File: src/rtl/cory_rdma3d.sv
// rtl/cory_rdma3d.sv - 3D strided read DMA (width x height x planes); CORY_RDMA3D_NEG_STRIDE_EN enables signed strides
module cory_rdma3d #(
  parameter int A = 32,
  parameter int L = 4,
  parameter int D = 64,
  parameter int S = 16,
  parameter int R = 11,
  parameter int P = 8,
  parameter int B = 16,
  parameter int O = 4
) (
  input  logic         clk,
  input  logic         reset_n,
  input  logic         i_cmd_v,
  output logic         o_cmd_r,
  input  logic [R-1:0] i_cmd_width,
  input  logic [R-1:0] i_cmd_height,
  input  logic [P-1:0] i_cmd_planes,
  input  logic [A-1:0] i_cmd_base,
  input  logic [S-1:0] i_cmd_lstride,
  input  logic [A-1:0] i_cmd_pstride,
  output logic         o_ar_v,
  output logic [A-1:0] o_ar_a,
  output logic [L-1:0] o_ar_l,
  input  logic         i_ar_r,
  input  logic         i_r_v,
  input  logic         i_r_l,
  input  logic [D-1:0] i_r_d,
  output logic         o_r_r,
  output logic         o_dout_v,
  output logic [D-1:0] o_dout_d,
  output logic         o_dout_eol,
  output logic         o_dout_eof,
  input  logic         i_dout_r,
  output logic         o_done
);
  localparam int CW = $clog2(O + 1);
  localparam logic [A-1:0]  BPB  = A'(D / 8);
  localparam logic [R-1:0]  BMAX = R'(B);
  localparam logic [CW-1:0] OMAX = CW'(O);

  typedef enum logic [1:0] {IDLE, ISSUE, DRAIN} state_t;
  state_t state, state_nx;

  logic [R-1:0]  width, height, ibeat, iline, dbeat, dline;
  logic [P-1:0]  planes, iplane, dplane;
  logic [A-1:0]  lstride, pstride, line_addr, plane_addr, lstride_in;
  logic          gen_done, done_q;
  logic [CW-1:0] outst, outst_nx;

`ifdef CORY_RDMA3D_NEG_STRIDE_EN
  assign lstride_in = A'($signed(i_cmd_lstride));
`else
  assign lstride_in = A'(i_cmd_lstride);
`endif

  logic cmd_hs, zero_cmd, ar_hs, r_hs, r_last_hs, load, line_end, d_eol, d_eof, last_hs;
  assign cmd_hs    = i_cmd_v & o_cmd_r;
  assign zero_cmd  = (i_cmd_width == '0) | (i_cmd_height == '0) | (i_cmd_planes == '0);
  assign ar_hs     = o_ar_v & i_ar_r;
  assign r_hs      = i_r_v & i_dout_r;
  assign r_last_hs = r_hs & i_r_l & (outst != '0);
  assign outst_nx  = outst + CW'(ar_hs) - CW'(r_last_hs);

  // Generator view: on accept, issue straight from the incoming command so AR appears one cycle later
  logic [R-1:0] g_width, g_height, g_beat, g_line, rem, blen;
  logic [P-1:0] g_planes, g_plane;
  logic [A-1:0] g_lstride, g_pstride, g_laddr, g_paddr;
  assign g_width   = cmd_hs ? i_cmd_width   : width;
  assign g_height  = cmd_hs ? i_cmd_height  : height;
  assign g_planes  = cmd_hs ? i_cmd_planes  : planes;
  assign g_lstride = cmd_hs ? lstride_in    : lstride;
  assign g_pstride = cmd_hs ? i_cmd_pstride : pstride;
  assign g_beat    = cmd_hs ? '0 : ibeat;
  assign g_line    = cmd_hs ? '0 : iline;
  assign g_plane   = cmd_hs ? '0 : iplane;
  assign g_laddr   = cmd_hs ? i_cmd_base : line_addr;
  assign g_paddr   = cmd_hs ? i_cmd_base : plane_addr;
  assign rem       = g_width - g_beat;
  assign blen      = (rem > BMAX) ? BMAX : rem;
  assign line_end  = (rem == blen);
  assign load      = ((cmd_hs & ~zero_cmd) | ((state == ISSUE) & ~gen_done))
                   & (~o_ar_v | i_ar_r) & (outst_nx < OMAX);

  assign d_eol   = (state != IDLE) & (dbeat == width - R'(1));
  assign d_eof   = d_eol & (dline == height - R'(1)) & (dplane == planes - P'(1));
  assign last_hs = (state == DRAIN) & r_hs & d_eof;

  assign o_dout_v   = i_r_v;
  assign o_dout_d   = i_r_d;
  assign o_r_r      = i_dout_r;
  assign o_dout_eol = d_eol;
  assign o_dout_eof = d_eof;
  assign o_done     = done_q | last_hs;

  // State register
  always_ff @(posedge clk or negedge reset_n) begin
    if (!reset_n) state <= IDLE;
    else          state <= state_nx;
  end

  // Next state and command ready
  always_comb begin
    state_nx = state;
    o_cmd_r  = 1'b0;
    case (state)
      IDLE: begin
        o_cmd_r = 1'b1;
        if (i_cmd_v && !zero_cmd) state_nx = ISSUE;
      end
      ISSUE: if (gen_done && ar_hs) state_nx = DRAIN;
      DRAIN: if (last_hs) state_nx = IDLE;
      default: state_nx = IDLE;
    endcase
  end

  // Command latch, burst generator and registered AR channel
  always_ff @(posedge clk or negedge reset_n) begin
    if (!reset_n) begin
      width <= '0; height <= '0; planes <= '0; lstride <= '0; pstride <= '0;
      ibeat <= '0; iline <= '0; iplane <= '0; line_addr <= '0; plane_addr <= '0;
      gen_done <= 1'b0; o_ar_v <= 1'b0; o_ar_a <= '0; o_ar_l <= '0;
    end else begin
      if (cmd_hs) begin
        width <= i_cmd_width; height <= i_cmd_height; planes <= i_cmd_planes;
        lstride <= lstride_in; pstride <= i_cmd_pstride;
        ibeat <= '0; iline <= '0; iplane <= '0;
        line_addr <= i_cmd_base; plane_addr <= i_cmd_base; gen_done <= 1'b0;
      end
      if (load) begin
        o_ar_v <= 1'b1;
        o_ar_a <= g_laddr + A'(g_beat) * BPB;
        o_ar_l <= L'(blen - R'(1));
        if (!line_end) begin
          ibeat <= g_beat + blen;
        end else begin
          ibeat <= '0;
          if (g_line != g_height - R'(1)) begin
            iline     <= g_line + R'(1);
            line_addr <= g_laddr + g_lstride;
          end else begin
            iline <= '0;
            if (g_plane == g_planes - P'(1)) begin
              gen_done <= 1'b1;
            end else begin
              iplane     <= g_plane + P'(1);
              plane_addr <= g_paddr + g_pstride;
              line_addr  <= g_paddr + g_pstride;
            end
          end
        end
      end else if (ar_hs) begin
        o_ar_v <= 1'b0;
      end
    end
  end

  // Outstanding bursts, data beat/line/plane position and empty-frame done pulse
  always_ff @(posedge clk or negedge reset_n) begin
    if (!reset_n) begin
      outst <= '0; dbeat <= '0; dline <= '0; dplane <= '0; done_q <= 1'b0;
    end else begin
      outst  <= outst_nx;
      done_q <= cmd_hs & zero_cmd;
      if (cmd_hs) begin
        dbeat <= '0; dline <= '0; dplane <= '0;
      end else if (r_hs && state != IDLE) begin
        if (!d_eol) begin
          dbeat <= dbeat + R'(1);
        end else begin
          dbeat <= '0;
          if (dline == height - R'(1)) begin
            dline  <= '0;
            dplane <= dplane + P'(1);
          end else begin
            dline <= dline + R'(1);
          end
        end
      end
    end
  end
endmodule
File: config.mk
export PLATFORM = sky130hd
export DESIGN_NAME = cory_rdma3d
export DESIGN_NICKNAME = d
export VERILOG_FILES = /design/src/rtl/cory_rdma3d.sv
export SDC_FILE = /design/constraint.sdc
export NUM_CORES = 1
export LEC_CHECK = 0
export ABC_AREA = 1
export ABC_CLOCK_PERIOD_IN_PS = 8200
export BUFFER_PORTS_ARGS = -buffer_cell sky130_fd_sc_hd__buf_2
export CAP_MARGIN = 20
export CORE_MARGIN = 4
export CORE_UTILIZATION = 43
export CTS_BUF_LIST = sky130_fd_sc_hd__clkbuf_2
export DETAILED_ROUTE_END_ITERATION = 10
export GPL_TIMING_DRIVEN = 0
export PLACE_DENSITY = 0.63
export SLEW_MARGIN = 5
export SYNTH_ARGS = -nofsm -noshare
export SYNTH_HDL_FRONTEND = slang
export SYNTH_SLANG_ARGS = --single-unit
File: constraint.sdc
create_clock -name clk -period 8.2 [get_ports clk]
set_input_delay 1.64 -clock clk [delete_from_list [all_inputs] [get_ports clk]]
set_output_delay 1.64 -clock clk [all_outputs]
set_load 0.01 [all_outputs]
==> flow_summary.yaml <==
clocking:
  cts.hold.buffers_added: 0
  cts_buffers: 78
  cts_tree: "done"
  root_buffer: "clkbuf_2"
  cts_sinks: 262
  clockBufferDepth: 3
  cts-htree-levels: 3
  clock_latency_ns: 1.03
  clk_pin_slew_worst_paths_ns: 0.10
logic_synthesis:
  synthCells: 2706
  async_flop_share_pct: 100.0
  synth-seq-cells: 262
  synth_most_common_cell: "nand2_1"
  synth_common_cells: "nand2_1, inv_1, dfrtp_1"
  synth_top_family_by_area: "simple AND/OR/NAND/NOR gates"
  synth_simple_gate_area_share_pct: 27.71
  syn_area_per_cell_um2: 7.183
  synth_mux_area_share_pct: 0.1030
  yosysUniqueCellTypes: 66
  synth_fa_ha_area_share_pct: 7.313
  synthFlopType: "dfrtp_1"
  ys_warn_count: 0
  yosysTopAreaCell: "dfrtp_1"
  synth_compound_area_share_pct: 12.66
  synth_area_leaders: "dfrtp_1, nand2_1, ha_1"
  synth_edf_count: 0
  seq_area_frac_synth_pct: 33.73
  netlist_area_um2: 19440
  synth_top_area_share_pct: 33.73
  synth_xor_area_share_pct: 7.493
power:
  power_density_nw_per_um2: 330.3
  max-vdd-ir-drop_mv: 0.1778
  p_total_mw: 7.277
  p_leak_nw: 11.82
timing:
  worst_pin_slew_ns: 1.018
  finClkSkew_ns: 0.07416
  finalSetupViolCount: 0
  worst_slack_ns: 0.5596
  timing.fmax_ghz: 0.1309
  final_max_slew_viol_count: 0
  hold_ws_ns: 0.4874
  hold_viol: 0
  slew_headroom_pct: 32.13
  fin_crit_ns: 7.640
  rsz0062_at_grt: "no"
  post-route-period-util_pct: 93.18
  tns_ns: 0
place:
  dp_slack_ns: -0.9999
  port-buffer-count: 223
  placed_area_um2: 21400
  hpwl_um: 51080
  gp_congestion: 0.9187
routing:
  drcViolationCount: 0
  dr.pass1.iters: 7
  via_count: 18786
  drtIter0Drc: 1201
  final_antenna_net_count: 0
  routed_wl_um: 64040
  wl_per_cell_um: 17.51
  viasPerCell: 5.136
die:
  fp.coreArea_um2: 44410
  die_w_um: 220.6
  fp-row-count: 77
  start_util_pct: 43.76
  ioPinCount: 288
  dieArea_um2: 48670
  die_y_um: 220.6
grt:
  grt.total_usage_pct: 25.97
  grt_pass1_wl_um: 99020
  grt_max_degree: 99
  antenna_found_initial: 3
  grt_pass1_vias: 18749
  overflow: 0
final_layout:
  n_fill_cell: 4596
  drive_gt1_share_pct: 16.06
  nets: 3307
  area_growth_pct: 13.33
  stdcell_area_um2: 22030
setup_path:
  endpoint_kind: "register"
  worstPathMaxFanout: 10
  crit_start: "i_cmd_v"
  worstSetupEndpoint: "ibeat[10]"
  arrival_ns: 8.55
  ff2ff_path_depth: 34
  r2r_start: "state[1]"
  cpPeakStageDelay_ns: 0.51
  r2r_slack_ns: 0.59
  critPathSlowestCell: "fa_1"
  start_kind: "primary input"
  required_ns: 9.11
  r2r_end: "ibeat[10]"
  path_class: "primary input to register"
status:
  status: "completed"
job:
  maxCapViolCount: 0
hold_path:
  hold_class: "register to register"
## per-stage QoR
stage                     std cells  utilization [%]
after global placement         3525            47.98
after global routing           3658            49.60
after floorplan                2710                -
final                          3658            49.60
after detailed placement       3528            48.19
after CTS                      3655            49.57
## critical path: cells and delay by family
family | cells | cell delay (ns)
adders and majority gates | 2 | 0.83
xor gates and xnor gates | 1 | 0.17
AOI/OAI and AO/OA | 9 | 1.53
buffers and inverters | 10 | 2.71
and+or+nand+nor | 12 | 1.61
## kinds of logic after synthesis
| logic type | after synthesis |
|---|---|
| AO/OA/AOI/OAI | 427 |
| XOR/XNOR | 162 |
| adder cells (fa/ha/maj) | 110 |
| buffers and inverters | 478 |
| flip-flops | 262 |
| multiplexers | 2 |
| other | 1 |
| AND/OR/NAND/NOR | 1264 |
## cells in the final DEF, fill, tap and decap left out, types with 52 or more instances in the layout
| master | synthesis | final |
|---|---|---|
| dfrtp_1 | 262 | 262 |
| a21oi_1 | 123 | 123 |
| nor2_1 | 189 | 189 |
| ha_1 | 104 | 104 |
| o21ai_0 | 145 | 145 |
| nand3_1 | 124 | 124 |
| buf_2 | 14 | 236 |
| buf_4 | 70 | 70 |
| inv_1 | 335 | 335 |
| clkbuf_2 | 0 | 113 |
| xnor2_1 | 52 | 52 |
| nand2_1 | 786 | 786 |
| xor2_1 | 105 | 105 |
## where the power goes
part / total (mW) / internal, mW / switching, mW
registers: 1.93 / 1.72 / 0.215
clock network: 0.952 / 0.348 / 0.604
logic: 4.39 / 1.51 / 2.88
total: 7.28 / 3.58 / 3.70
## cell type report
cell class	count	area, µm²	area share, %
Tap cell	592	740.7	3.362
Multi-Input combinational cell	1970	10760	48.85
Timing Repair Buffer	226	1209	5.487
Buffer	130	834.6	3.788
Antenna cell	3	7.507	0.03408
Sequential cell	262	6556	29.76
Inverter	348	1306	5.930
Clock buffer	108	540.5	2.454
Clock inverter	19	72.57	0.3294
## layer usage
layer  part of all wire [%]  routed length, µm  GRT usage (%)
met1                     43              27730          33.42
met2                     48              30430          43.86
met3                    5.6               3575          4.559
met4                    3.6               2306          9.673
met5                      0                  0              0
## state kept, by name (all words and copies together) (netlist names)
signal	count
dbeat	11
dline	11
done_q	1
dplane	8
gen_done	1
height	11
ibeat	11
iline	11
iplane	8
line_addr	32
lstride	32
o_ar_a	32
o_ar_l	4
o_ar_v	1
outst	3
plane_addr	32
planes	8
pstride	32
state	2
width	11
## worst min path at each step
| stage | start | to | slack (ns) | cells after the start |
|---|---|---|---|---|
| CTS | lstride[31] | lstride[31] | 0.49 | 2 |
| global placement | lstride[31] | lstride[31] | 0.46 | 2 |
| detailed placement | o_ar_a[25] | o_ar_a[25] | 0.47 | 2 |
| floorplan | lstride[31] | lstride[31] | 0.44 | 2 |
| global route | lstride[24] | lstride[24] | 0.51 | 2 |
| finish | o_ar_a[25] | o_ar_a[25] | 0.49 | 2 |
## what timing repair did
action / CTS / global route
setup buffers: 0 / 0
setup endpoints to repair: 0 / 2
gates resized for setup: 0 / 10
(Power assumes the default switching activity.)
